File: src/rtl/activity_tracker_core.sv
// activity_tracker_core
//   Pedometer core. Synchronises the raw step sensor, counts total steps, steps
//   per second, "fast" seconds inside an opening window and credited
//   high-activity time. A display FSM rotates these values over a 4-digit,
//   5-bit-per-digit bus.
//   Optional feature macro: TRACKER_PEAK_EN adds a PEAK page that shows the
//   highest per-second step count seen at any tick.
//   CNT_W must be at least 18 so that the display clamps and the distance slice fit.
// Ports
//   sys_clk   : system clock
//   reset     : asynchronous, active-high reset
//   step_in   : raw step sensor level, asynchronous to sys_clk
//   mode_hold : 1 freezes the display page and its tick counter
//   si        : total steps above 9999 (display saturated), registered
//   page      : current display page index
//   bcd       : {d3,d2,d1,d0}, 5 bits each; 0-9 digit, 5'h1F separator
//
// Display FSM
//   state    | meaning
//   PG_STEPS | total steps, clamped to 9999
//   PG_DIST  | total>>10 as "dd_h" (half units, .5 shown as 5)
//   PG_FAST  | fast seconds counted inside the window
//   PG_HIGH  | credited high-activity seconds, clamped to 9999
//   PG_PEAK  | highest seconds count (TRACKER_PEAK_EN only)
module activity_tracker_core #(
  parameter int CLK_HZ       = 50_000_000,
  parameter int CNT_W        = 20,
  parameter int FAST_THRESH  = 32,
  parameter int WINDOW_SEC   = 9,
  parameter int HIGH_THRESH  = 64,
  parameter int HIGH_MIN_SEC = 60,
  parameter int DISP_SEC     = 2
) (
  input  logic        sys_clk,
  input  logic        reset,
  input  logic        step_in,
  input  logic        mode_hold,
  output logic        si,
  output logic [2:0]  page,
  output logic [19:0] bcd
);

  localparam int PS_W  = (CLK_HZ > 1) ? $clog2(CLK_HZ) : 1;
  localparam int WIN_W = $clog2(WINDOW_SEC + 1);
  localparam int DC_W  = (DISP_SEC > 1) ? $clog2(DISP_SEC) : 1;
  localparam logic [CNT_W-1:0] CNT_MAX  = '1;
  localparam logic [CNT_W-1:0] DISP_MAX = CNT_W'(9999);
  localparam logic [CNT_W-1:0] HM       = CNT_W'(HIGH_MIN_SEC);
  localparam logic [CNT_W:0]   HM_EXT   = (CNT_W+1)'(HIGH_MIN_SEC);

  typedef enum logic [2:0] {
    PG_STEPS = 3'd0,
    PG_DIST  = 3'd1,
    PG_FAST  = 3'd2,
    PG_HIGH  = 3'd3,
    PG_PEAK  = 3'd4
  } page_t;

  logic             sync_a, sync_b, sync_c, step_p;
  logic [PS_W-1:0]  presc;
  logic             tick;
  logic [CNT_W-1:0] total, run, accum, run_n, accum_nxt;
  logic [CNT_W:0]   accum_sum, accum_add;
  logic [7:0]       sec_cnt;
  logic [WIN_W-1:0] win_cnt, fast_cnt;
  logic             sec_fast, sec_high;
  page_t            state, state_nxt;
  logic [DC_W-1:0]  dcnt, dcnt_nxt;
  logic [CNT_W-11:0] half, dist_hh;
  logic [6:0]       dist_int;
  logic [13:0]      disp_bin;
  logic [15:0]      dec;
  logic [19:0]      bcd_nxt;

  // Step synchroniser; step_p is registered so it is clean for the counters.
  always_ff @(posedge sys_clk or posedge reset) begin
    if (reset) begin
      sync_a <= 1'b0;
      sync_b <= 1'b0;
      sync_c <= 1'b0;
      step_p <= 1'b0;
    end else begin
      sync_a <= step_in;
      sync_b <= sync_a;
      sync_c <= sync_b;
      step_p <= sync_b & ~sync_c;
    end
  end

  assign tick = (presc == PS_W'(CLK_HZ - 1));

  always_ff @(posedge sys_clk or posedge reset) begin
    if (reset) presc <= '0;
    else       presc <= tick ? '0 : presc + 1'b1;
  end

  assign sec_fast = (sec_cnt >  8'(FAST_THRESH));
  assign sec_high = (sec_cnt >= 8'(HIGH_THRESH));
  assign run_n    = (run == CNT_MAX) ? run : run + 1'b1;

  always_comb begin
    accum_add = '0;
    if (run_n == HM)     accum_add = HM_EXT;
    else if (run_n > HM) accum_add = (CNT_W+1)'(1);
    accum_sum = {1'b0, accum} + accum_add;
    accum_nxt = accum_sum[CNT_W] ? CNT_MAX : accum_sum[CNT_W-1:0];
  end

  always_ff @(posedge sys_clk or posedge reset) begin
    if (reset) begin
      total    <= '0;
      sec_cnt  <= '0;
      win_cnt  <= '0;
      fast_cnt <= '0;
      run      <= '0;
      accum    <= '0;
    end else begin
      if (step_p && total != CNT_MAX) total <= total + 1'b1;
      if (tick) begin
        // A step landing on the tick belongs to the new second.
        sec_cnt <= {7'd0, step_p};
        if (win_cnt < WIN_W'(WINDOW_SEC)) begin
          win_cnt <= win_cnt + 1'b1;
          if (sec_fast) fast_cnt <= fast_cnt + 1'b1;
        end
        if (sec_high) begin
          run   <= run_n;
          accum <= accum_nxt;
        end else begin
          run <= '0;
        end
      end else if (step_p && sec_cnt != 8'hFF) begin
        sec_cnt <= sec_cnt + 1'b1;
      end
    end
  end

`ifdef TRACKER_PEAK_EN
  logic [7:0] peak;
  always_ff @(posedge sys_clk or posedge reset) begin
    if (reset)                       peak <= '0;
    else if (tick && sec_cnt > peak) peak <= sec_cnt;
  end
`endif

  always_ff @(posedge sys_clk or posedge reset) begin
    if (reset) begin
      state <= PG_STEPS;
      dcnt  <= '0;
    end else begin
      state <= state_nxt;
      dcnt  <= dcnt_nxt;
    end
  end

  always_comb begin
    state_nxt = state;
    dcnt_nxt  = dcnt;
    if (tick && !mode_hold) begin
      if (dcnt == DC_W'(DISP_SEC - 1)) begin
        dcnt_nxt = '0;
        case (state)
          PG_STEPS: state_nxt = PG_DIST;
          PG_DIST:  state_nxt = PG_FAST;
          PG_FAST:  state_nxt = PG_HIGH;
`ifdef TRACKER_PEAK_EN
          PG_HIGH:  state_nxt = PG_PEAK;
`else
          PG_HIGH:  state_nxt = PG_STEPS;
`endif
          default:  state_nxt = PG_STEPS;
        endcase
      end else begin
        dcnt_nxt = dcnt + 1'b1;
      end
    end
  end

  assign page = state;

  function automatic logic [13:0] clamp4(input logic [CNT_W-1:0] v);
    return (v > DISP_MAX) ? 14'd9999 : v[13:0];
  endfunction

  // Shift-and-add-3 conversion of a value up to 9999.
  function automatic logic [15:0] bin2bcd(input logic [13:0] bin);
    logic [29:0] sh;
    sh = {16'd0, bin};
    for (int i = 0; i < 14; i++) begin
      for (int d = 0; d < 4; d++) begin
        if (sh[14+4*d +: 4] >= 4'd5) sh[14+4*d +: 4] = sh[14+4*d +: 4] + 4'd3;
      end
      sh = sh << 1;
    end
    return sh[29:14];
  endfunction

  assign half     = total[CNT_W-1:10];
  assign dist_hh  = half >> 1;
  assign dist_int = (dist_hh > (CNT_W-10)'(99)) ? 7'd99 : 7'(dist_hh);

  always_comb begin
    disp_bin = '0;
    case (state)
      PG_STEPS: disp_bin = clamp4(total);
      PG_DIST:  disp_bin = {7'd0, dist_int};
      PG_FAST:  disp_bin = 14'(fast_cnt);
      PG_HIGH:  disp_bin = clamp4(accum);
`ifdef TRACKER_PEAK_EN
      PG_PEAK:  disp_bin = {6'd0, peak};
`endif
      default:  disp_bin = '0;
    endcase
    dec     = bin2bcd(disp_bin);
    bcd_nxt = {1'b0, dec[15:12], 1'b0, dec[11:8], 1'b0, dec[7:4], 1'b0, dec[3:0]};
    // Distance reuses the two low decimal digits, then separator and half digit.
    if (state == PG_DIST)
      bcd_nxt = {1'b0, dec[7:4], 1'b0, dec[3:0], 5'h1F, half[0] ? 5'd5 : 5'd0};
  end

  always_ff @(posedge sys_clk or posedge reset) begin
    if (reset) begin
      bcd <= '0;
      si  <= 1'b0;
    end else begin
      bcd <= bcd_nxt;
      si  <= (total > DISP_MAX);
    end
  end

endmodule
File: config.mk
export PLATFORM = sky130hd
export DESIGN_NAME = activity_tracker_core
export DESIGN_NICKNAME = d
export VERILOG_FILES = /design/src/rtl/activity_tracker_core.sv
export SDC_FILE = /design/constraint.sdc
export NUM_CORES = 1
export LEC_CHECK = 0
export ABC_AREA = 1
export CORE_ASPECT_RATIO = 0.75
export CORE_UTILIZATION = 65
export CTS_CLUSTER_SIZE = 30
export DETAILED_ROUTE_END_ITERATION = 6
export MAX_ROUTING_LAYER = met4
export PLACE_DENSITY = 0.83
export SETUP_SLACK_MARGIN = 0.5
export SLEW_MARGIN = 15
export SYNTH_ARGS = -nofsm -noshare
export SYNTH_HDL_FRONTEND = slang
export SYNTH_SLANG_ARGS = --single-unit
File: constraint.sdc
create_clock -name sys_clk -period 24.4 [get_ports sys_clk]
set_input_delay 2.44 -clock sys_clk [delete_from_list [all_inputs] [get_ports sys_clk]]
set_output_delay 2.44 -clock sys_clk [all_outputs]
set_load 0.02 [all_outputs]
# After elaboration in Yosys (flattened, before gate mapping)
# Cells that the tools add are included.
# totals
register_bits	131
elab_cells	204
inputBits	4
# classes
n_eq_ne	8
n_reduce_logical	10
mux	62
add_sub_neg	54
bitwise	2
magnitude_cmp	53
# ops
cell	n
$ge 4x3->1 const B	42
$add 4x2->4 const B	33
$mux 4	33
$mux 20	3
$pmux 14 s4	1
$mux 3	14
$add 20x1->20 const B	2
$gt 20x14->1 const B	2
$mux 14	2
$add 3x2->3 const B	9
$add 26x1->26 const B	1
$eq 26x26->1 const B	1
$mux 26	1
$add 20x21->21	1
$eq 20x20->1 const B	1
$eq 20x6->1 const B	1
$gt 20x6->1 const B	1
$ne 20x20->1 const B	1
$mux 19	1
$mux 8	2
$add 1x2->3 const AB	3
$ge 1x3->1 const AB	3
$gt 9x7->1 const B	1
$add 4x1->4 const B	2
22 further kinds	28

# Depth between registers and ports, before layout
# Gate-level depths: netlist (run 1).
# logic_depth
word_depth	30
mapped_depth	87

# Least setup slack after synthesis (run 1)
# Ideal clock, no wire load.
# synth_timing
kind	flip-flop to flip-flop
startpoint	reg state[0], in the netlist page[0]
endpoint	reg bcd[17]
arrival_time_ps	8237
n_path_buf	1
setup_ps	121
t_required_ps	24279
path_slack_ps	16042
stages_incl_launch_ff	64
path_cell_list	dfrtp_1 -> inv_1 -> ha_1 -> clkbuf_1 -> inv_1 -> nor2_2 -> nand2_1 -> o21ai_1 -> inv_2 -> ha_1 -> or2_2 -> nand2_2 -> nand2_2 -> and2_1 -> ha_1 -> nand3_1 -> nand2_1 -> inv_2 -> (+28 left out) -> nand2_1 -> o21ai_4 -> nand2_4 -> nand2_1 -> nand2_1 -> ha_1 -> inv_1 -> ha_1 -> inv_1 -> nand2_1 -> xor2_1 -> ha_1 -> inv_1 -> or2_2 -> a21oi_1 -> nand2_1 -> o211ai_1 -> nand2_1
# synth_between
elab_chain_len	29
# synth_lines
item	line_no	text
start: declaration	67	page_t state, state_nxt;
start signal: assignment	151	state <= state_nxt;
$eq 3x2->1, or another cell as far along	204	case (state)
$pmux 14 s4	204	
$ge 1x3->1 or $add 1x2->3 (tied branches)	191	if (sh[14+4*d +: 4] >= 4'd5) sh[14+4*d +: 4] = sh[14+4*d +: 4] + 4'd3;
$mux 3	191	
$add 4x2->4 or $ge 4x3->1 (tied branches)	191	
$mux 4	191	
$add 4x2->4 or $ge 4x3->1 (tied branches)	191	
$mux 4	191	
(+14 left out)	-	
$add 4x2->4, or another cell as far along	191	
$mux 4 or $mux 3 (tied branches)	191	
$add 4x2->4, or another cell as far along	191	
$mux 4 or $mux 3 (tied branches)	191	
$ge 4x3->1, or another cell as far along	191	
$mux 3 or $mux 4 (tied branches)	191	
$mux 19 (*)	217	if (state == PG_DIST)
net bcd_nxt[17]	73	logic [19:0] bcd_nxt;
end signal: assignment	226	bcd <= bcd_nxt;
end: declaration	40	output logic [19:0] bcd
# The timed path passes the listed nets; every way through them passes the cells marked *.
# A chain may end at the register's enable or synchronous reset.

# Final worst setup path (run 1)
# layout_timing
startpoint	reg state[0], in the netlist page[0]
endpoint	reg bcd[16]
# Same word-level chain as after synthesis.

==> metrics.md, run 1 <==
| Metric | Value |
|---|---|
| Vias in the first global route | between 8000 and 9000 |
| Total die area | 0.01533 mm² |
| Clock Tree Root | sky130_fd_sc_hd__clkbuf_16 |
| Post-CTS setup-driven buffer insertion count | 0 |
| Ranking of synthesized cells by area | sky130_fd_sc_hd__dfrtp_1 (33%), sky130_fd_sc_hd__nand2_1 (12%), sky130_fd_sc_hd__inv_1 (7.6%) |
| PnR Total Power | approximately 0.60 mW |
| Per-instance average area after synthesis | 7.143 µm² |
| Fin cells | 1592 |
| Setup repair after global routing missed its margin | no |
| Clk pwr share | 40.0% |
| Final GP Congestion | 0.9357 |
| Clock sinks | 127 |
| Vert. Die Dim | 107.5 µm |
| Worst r2r src | page[0]$_DFFE_PP0P_ |
| Max cap viols | 0 |
| Count of nets left with antenna violations after detail routing | 0 |
| Class of the most critical hold timing path | reg2reg |
| Max-slew violation count | 0 |
| Cell Area, Synth | slightly below 0.01 mm² |
| Number of setup violations in the final report | 0 |
| Clock tree buffer depth | 2 |
| Flops & latches, synth | about 130 |
| Internal power summed over all cells | between 0.4 and 0.5 mW |
| Proportion of synthesized area in mux cells | 0.2206% |
| Hold wc startpoint | sync_a$_DFF_PP0_ |
| Most common cell type on the critical path | sky130_fd_sc_hd__nand2_1 |
| Number of vias in the routed layout | 8890 |
| Cell leakage power | 5.800 nW |
| Proportion of netlist area held by the largest area contributor | 32.96% |
| Critical Path Start | page[0]$_DFFE_PP0P_ |
| Global-route wire length before repair | about 37000 µm |
| DRC violation total after the first TritonRoute iteration | 748 |
| Share of post-route cells with drive strength above 1 | 11.57% |
| Data arrival time of the critical path | 9.58 ns |
| Core Region | between 0.01 and 0.015 mm² |
| Cell with the most instances after synthesis | sky130_fd_sc_hd__nand2_1 |
| Max Fanout on Critical Path | 11 |
| Reg clk slew, reported paths | about 0.06 ns |
| Total global routing overflow | 0 |
| DRC Markers | 0 |
| Relative slew slack | 40.34% |
| Count of input and output buffers | 23 |
| Number of enable flip-flop cells after synthesis | 0 |
| Die span in x | roughly 140 µm |
| Category of the worst setup path launch point | register |
| Worst EP required | 24.76 ns |
| Combinational family with the most area after synthesis | simple AND/OR/NAND/NOR gates |
| Type of element capturing the critical path | register |
| Global-route usage over all layers | 31.49% |
| Cell area reported after detailed placement | 0.01007 mm² |
| Upper clock frequency limit | 108.5 MHz |
| Share of the clock period used by the worst path | 37.77% |
| Post-DP HPWL | 16180 µm |
| Area growth syn-to-layout | 10.24% |
| Via-per-instance ratio | between 5 and 6 |
| Placed Cells incl. Taps | 1562 |
| Comb pwr share | a little over a fifth |
| Starting Density | about 67% |
| Internal reg-to-reg setup slack | between 15 and 20 ns |
| IO Pins | 28 |
| Kind of cell with the highest combined delay on the critical path | simple AND/OR/NAND/NOR gates |
| Most instantiated cells after synthesis | sky130_fd_sc_hd__nand2_1 (320), sky130_fd_sc_hd__inv_1 (196), sky130_fd_sc_hd__dfrtp_1 (127) |
| Number of filler cells placed in the layout | 1152 |
| Number of stages on the worst setup path | between 60 and 70 |
| Pwr Density | 56.81 mW/mm² |
| Register area share after synthesis | 32.96% |
| Cell accounting for the most synthesized area | sky130_fd_sc_hd__dfrtp_1 |
| Worst setup path class | reg2reg |
| Adder-cell area share of the yosys netlist | 6.228% |
| Post-synthesis simple-gate area fraction | 35.92% |
| Outcome | completed |
| Number of antenna violations at the first check in global routing | 0 |
| Switching Power | 0.1931 mW |
| Worst path buffer plus inverter count | 9 |
| Cell count after synthesis | 1350 |
| Yosys warning total | 0 |
| Post-route worst hold slack | 0.3535 ns |
| Worst vdd rail ir drop | 83.26 µV |
| Switching share of power | 31.97% |
| Sequential fraction of design power | between 30 and 40% |
| Final non-filler cell area | between 0.01 and 0.015 mm² |
| Total Neg Setup Slack | 0 ns |
| Slowest cell delay on critical path | approximately 0.44 ns |
| Primary FF master, synth | sky130_fd_sc_hd__dfrtp_1 |
| Final layout net count | 1433 |
| Std cell rows | 38 |
| Post-synthesis compound-gate area fraction | 9.446% |
| Critical-path cell with the highest stage delay | sky130_fd_sc_hd__dfrtp_1 |
| Number of hold violations in the final report | 0 |
| Count of cell types in the netlist | 55 |
| CTS resizes | 0 |
| Average wire per standard cell | 13.78 µm |
| Sum of routed wire length over all layers | between 20000 and 25000 µm |
| Hold_buf cts | 0 |
| Clock tree from TritonCTS | built |
| Timing endpoint of the critical path | bcd[16]$_DFF_PP0_ |
| Antenna cells | 0 |
| Worst-margin pin slew | 0.8925 ns |
| Pin count of the biggest net entering global routing | 70 |
| CTS H-tree depth | 4 |
| Number of buffers created by CTS | 17 |
| Endpoint of the worst-slack reg-to-reg timing path | bcd[16]$_DFF_PP0_ |
| Xor and xnor fraction of the mapped netlist area | 5.930% |
| Clk_lat worst skew | 0.42 ns |
| Post-Route Skew | 0.01005 ns |
| Tmin final | just over 9 ns |
| Share of flip-flops with an asynchronous set or reset | 100.0% |
| Drt pass-1 iters | 6 |
| Depth of the worst register-to-register path | 64 |
[layer usage]
metal	wire (µm)	vias up	GRT usage (%)
met2	9415	307	46.81
met5	0	-	-
met1	10780	4073	44.92
li1	-	4468	-
met4	319	0	7.834
met3	1423	42	4.982
[cells by family after synthesis]
| logic type | count (synthesis) |
|---|---|
| adder cells (fa/ha/maj) | 48 |
| other | 1 |
| XOR/XNOR | 61 |
| AND/OR/NAND/NOR | 722 |
| multiplexers | 2 |
| buffers and inverters | 233 |
| flip-flops | 127 |
| AO/OA/AOI/OAI | 156 |
[power groups by stage]
stage | combinational (mW) | clock, mW | sequential [mW]
detailed placement | 0.123 | 0 | 0.238
CTS | 0.127 | 0.243 | 0.235
floorplan | 0.0897 | 0 | 0.241
finish | 0.127 | 0.242 | 0.235
global route | 0.146 | 0.253 | 0.236
global placement | 0.121 | 0 | 0.238
[cells in the final DEF, fill, tap and decap left out, types with 18 or more instances in the layout]
master / Yosys / routed
sky130_fd_sc_hd__nand3_1: 95 / 95
sky130_fd_sc_hd__clkdlybuf4s50_1: 0 / 23
sky130_fd_sc_hd__ha_1: 48 / 48
sky130_fd_sc_hd__nor3_1: 38 / 38
sky130_fd_sc_hd__nand2_1: 320 / 320
sky130_fd_sc_hd__inv_2: 18 / 18
sky130_fd_sc_hd__o21ai_0: 64 / 64
sky130_fd_sc_hd__nand2_2: 48 / 48
sky130_fd_sc_hd__nand3_2: 18 / 18
sky130_fd_sc_hd__xor2_1: 43 / 43
sky130_fd_sc_hd__nand4_1: 46 / 46
sky130_fd_sc_hd__inv_1: 196 / 195
sky130_fd_sc_hd__a21oi_1: 39 / 39
sky130_fd_sc_hd__dfrtp_1: 127 / 127
sky130_fd_sc_hd__nor2_1: 103 / 103
[state kept, by name (all words and copies together), names as in the netlist]
signal and cells:
accum 20, bcd 17, dcnt 1, fast_cnt 4, page 2, presc 26, run 20, sec_cnt 8
si 1, step_p 1, sync_a 1, sync_b 1, sync_c 1, total 20, win_cnt 4
[stage by stage]
step	setup WS, ns	util [%]
6_report	15.18	73.55
5_1_grt	14.23	73.55
4_1_cts	15.22	73.55
3_5_place_dp	15.28	69.69
3_3_place_gp	15.67	69.69
2_1_floorplan	16.04	-
[worst min-delay path by stage]
stage          depth (start not counted)  slack (ns)          endpoint
2_1_floorplan                          0        0.33  sync_b$_DFF_PP0_
3_3_place_gp                           0        0.33  sync_b$_DFF_PP0_
3_5_place_dp                           0        0.34  sync_b$_DFF_PP0_
4_1_cts                                0        0.36  sync_b$_DFF_PP0_
5_1_grt                                0        0.36  sync_b$_DFF_PP0_
6_report                               0        0.35  sync_b$_DFF_PP0_
[layout make-up]
| class | instances | area [µm²] | share of cell area, % |
|---|---|---|---|
| Clock buffer | 17 | 425.4 | 4.002 |
| Clock inverter | 13 | 131.4 | 1.236 |
| Inverter | 217 | 817.0 | 7.686 |
| Multi-Input combinational cell | 993 | 5583 | 52.52 |
| Sequential cell | 127 | 3178 | 29.90 |
| Tap cell | 200 | 250.2 | 2.354 |
| Timing Repair Buffer | 25 | 245.2 | 2.307 |
[worst register-to-register path: cells and delay by family (launching register included)]
kind / cells / cell delay [ns]
compound gates: 3 / 0.77
buf+inv: 9 / 0.64
xor+xnor: 4 / 0.93
fa+ha+maj: 11 / 2.29
simple gates: 37 / 4.06
flops: 1 / 0.44
Note: power is estimated with default switching activity, not from simulation.
==> run 2, diff against run 1 <==
CORE_UTILIZATION = 63   (was 65)
PLACE_DENSITY = 0.81   (was 0.83)
clock period = 9.6 ns   (was 24.4 ns; I/O delays follow)
==> run 2 against run 1 <==
  * Sequential power increased to 2.5 times the previous value
  * Combinational power grew to 2.9 times the previous value
  * Global-route usage shrank 0.84 points
  * Register-to-register slack worse by 14 ns
  * Flip-flop and latch count stayed put
  * Clock skew rose by 0.00070 ns
  * Power grew to 2.7 times the previous value
  * Critical path type unchanged
==> metrics.md, run 2 (synthesis results as in run 1) <==
| Metric | Value |
|---|---|
| Outcome | completed (unchanged) |
| Vert. Die Dim | 109.1 µm (was 107.5 µm) |
| Number of hold violations in the final report | 0 (unchanged) |
| Share of the clock period used by the worst path | 90.51% (was 37.77%) |
| Core Region | 0.01469 mm² (was 0.01445 mm²) |
| Sink of the worst hold path | sync_b$_DFF_PP0_ (unchanged) |
| Number of buffers created by CTS | 17 (unchanged) |
| Number of vias in the routed layout | 9217 (was 8890) |
| Clock tree from TritonCTS | built (unchanged) |
| Pin count of the biggest net entering global routing | 78 (was 70) |
| Worst Slack Setup Final | 0.9108 ns (was 15.18 ns) |
| Final layout net count | 1476 (was 1433) |
| Hold wc startpoint | sync_a$_DFF_PP0_ (unchanged) |
| Std cell rows | 38 (unchanged) |
| Average wire per standard cell | 14.62 µm (was 13.78 µm) |
| Internal reg-to-reg setup slack | 0.91 ns (was 15.18 ns) |
| DRC violation total after the first TritonRoute iteration | 838 (was 748) |
| Slowest cell delay on critical path | 0.42 ns (was 0.44 ns) |
| Upper clock frequency limit | 115.1 MHz (was 108.5 MHz) |
| Setup repair after global routing missed its margin | no (unchanged) |
| Clk_lat worst skew | 0.42 ns (about the same) |
| Max Fanout on Critical Path | 5 (was 11) |
| Seq. cell area | 0.003189 mm² (was 0.003178 mm²) |
| Post-Route Skew | 0.01075 ns (was 0.01005 ns) |
| Cell leakage power | 6.120 nW (was 5.800 nW) |
| Worst EP required | 9.88 ns (was 24.76 ns) |
| Total die area | 0.01581 mm² (was 0.01533 mm²) |
| Clock tree buffer depth | 2 (unchanged) |
| DRC Markers | 0 (unchanged) |
| Number of filler cells placed in the layout | 1027 (was 1152) |
| Drt pass-1 iters | 6 (unchanged) |
| Met3 usage in global routing | 4.963% (was 4.982%) |
| Depth of the worst register-to-register path | 81 (was 64) |
| Top reg by flops | presc (unchanged) |
| Count of nets left with antenna violations after detail routing | 0 (unchanged) |
| Hold_buf cts | 0 (unchanged) |
| CTS H-tree depth | 4 (unchanged) |
| Relative slew slack | 38.72% (was 40.34%) |
| Reg clk slew, reported paths | 0.06 ns (about the same) |
| Data arrival time of the critical path | 8.97 ns (was 9.58 ns) |
| Via-per-instance ratio | 5.634 (was 5.584) |
| Most common cell type on the critical path | sky130_fd_sc_hd__nand2_2 (was sky130_fd_sc_hd__nand2_1) |
| Max cap viols | 0 (unchanged) |
| Total Neg Setup Slack | 0 ns (unchanged) |
| Endpoint of the worst-slack reg-to-reg timing path | bcd[1]$_DFF_PP0_ (was bcd[16]$_DFF_PP0_) |
| Count of input and output buffers | 23 (unchanged) |
| Worst setup path class | reg2reg (unchanged) |
| Total global routing overflow | 0 (unchanged) |
| Area growth syn-to-layout | 17.10% (was 10.24%) |
| Pwr Density | 145.2 mW/mm² (was 56.81 mW/mm²) |
| Most crowded layer after global routing | met2 (unchanged) |
| Worst vdd rail ir drop | 221.3 µV (was 83.26 µV) |
| Starting Density | 65.64% (was 66.72%) |
| Class of the most critical hold timing path | reg2reg (unchanged) |
| Worst setup timing slack at the placement stage | 0.5189 ns (was 15.28 ns) |
| Number of antenna violations at the first check in global routing | 0 (unchanged) |
| Clock Tree Root | sky130_fd_sc_hd__clkbuf_16 (unchanged) |
| Die span in x | 144.9 µm (was 142.6 µm) |
| Type of element capturing the critical path | register (unchanged) |
| Number of cells traversed by the worst hold path | 0 (unchanged) |
| Area of the multi-input gates | 0.005853 mm² (was 0.005583 mm²) |
| Routing usage on met1 | 43.84% (was 44.92%) |
| Number of setup violations in the final report | 0 (unchanged) |
| Clock sinks | 127 (unchanged) |
| Max-slew violation count | 0 (unchanged) |
| Final GP Congestion | 0.9357 (unchanged) |
| Antenna cells | 0 (unchanged) |
| Category of the worst setup path launch point | register (unchanged) |
| Max FFs per register | 26 (unchanged) |
| Global-route usage over all layers | 30.65% (was 31.49%) |
| Sum of routed wire length over all layers | 23920 µm (was 21940 µm) |
| Tmin final | 8.689 ns (was 9.217 ns) |
| Share of post-route cells with drive strength above 1 | 19.08% (was 11.57%) |
| Global Route met2 Usage | 45.30% (was 46.81%) |
| Highest-count cells in the layout ignoring fill and taps | sky130_fd_sc_hd__nand2_1 (295), sky130_fd_sc_hd__inv_1 (193), sky130_fd_sc_hd__dfrtp_1 (118), sky130_fd_sc_hd__nor2_1 (94), sky130_fd_sc_hd__nand3_1 (84) (was sky130_fd_sc_hd__nand2_1 (320), sky130_fd_sc_hd__inv_1 (195), sky130_fd_sc_hd__dfrtp_1 (127), sky130_fd_sc_hd__nor2_1 (103), sky130_fd_sc_hd__nand3_1 (95)) |
| IO Pins | 28 (unchanged) |
| Global-route wire length before repair | 37210 µm (was 37490 µm) |
| Critical-path cell with the highest stage delay | sky130_fd_sc_hd__dfrtp_1 (unchanged) |
| Worst-margin pin slew | 0.9192 ns (was 0.8925 ns) |
| Most common library cell in the layout ignoring fill and taps | sky130_fd_sc_hd__nand2_1 (unchanged) |
| Post-DP HPWL | 16120 µm (was 16180 µm) |
| Vias in the first global route | 8001 (was 8032) |
| Worst r2r src | total[8]$_DFFE_PP0P_ (was page[0]$_DFFE_PP0P_) |
## run 2: worst max-delay path: cells and delay by family (launching register included)
family	cells	cell delay [ns]
AOI/OAI and AO/OA	1	0.06
adders and majority gates	12	2.20
buffers and inverters	14	0.88
DFF	1	0.42
and+or+nand+nor	54	4.96
## run 2: final cells by class
| class | instances | share of cell area, % |
|---|---|---|
| inverter | 217 | 7.258 |
| clock buffer | 19 | 4.011 |
| sequential | 127 | 28.24 |
| multi-input combinational | 993 | 51.83 |
| clock inverter | 12 | 1.407 |
| tap | 200 | 2.216 |
| timing repair buffer | 68 | 5.030 |
## run 2: timing repair
action	4_1_cts	5_1_grt
buffers inserted	0	42
pin swaps	0	37
resized for setup	1	84
setup endpoints to repair	2	15
## run 2: through the flow
stage	std cells	hold WS (ns)	instance area [µm²]	total power, mW	utilization [%]
4_1_cts	1594	0.3486	10700	1.599	72.81
3_3_place_gp	1563	0.3338	10080	0.9142	68.62
5_1_grt	1636	0.3489	11290	1.713	76.86
3_5_place_dp	1563	0.3347	10080	0.9216	68.62
2_1_floorplan	1353	0.3312	9654	0.8400	-
6_report	1636	0.3474	11290	1.640	76.86
## run 2: layer usage
layer	vias up	wire (µm)	part of all wire, %
met2	358	10710	45
met1	4266	11140	47
met3	47	1701	7.1
met5	-	0	0
met4	0	358	1.5
li1	4546	-	-
## run 2: report_power, final
group | total (mW) | switching [mW] | leakage (nW) | internal (mW)
combinational | 0.369 | 0.235 | 4.12 | 0.135
clock | 0.674 | 0.252 | 0.296 | 0.422
sequential | 0.597 | 0.0274 | 1.71 | 0.569
## run 2: worst max path at each step
stage | from | endpoint
2_1_floorplan | page[0]$_DFFE_PP0P_ | bcd[17]$_DFF_PP0_
3_3_place_gp | total[8]$_DFFE_PP0P_ | bcd[12]$_DFF_PP0_
3_5_place_dp | accum[15]$_DFFE_PP0P_ | bcd[17]$_DFF_PP0_
4_1_cts | accum[9]$_DFFE_PP0P_ | bcd[12]$_DFF_PP0_
5_1_grt | total[8]$_DFFE_PP0P_ | bcd[1]$_DFF_PP0_
6_report | total[8]$_DFFE_PP0P_ | bcd[1]$_DFF_PP0_
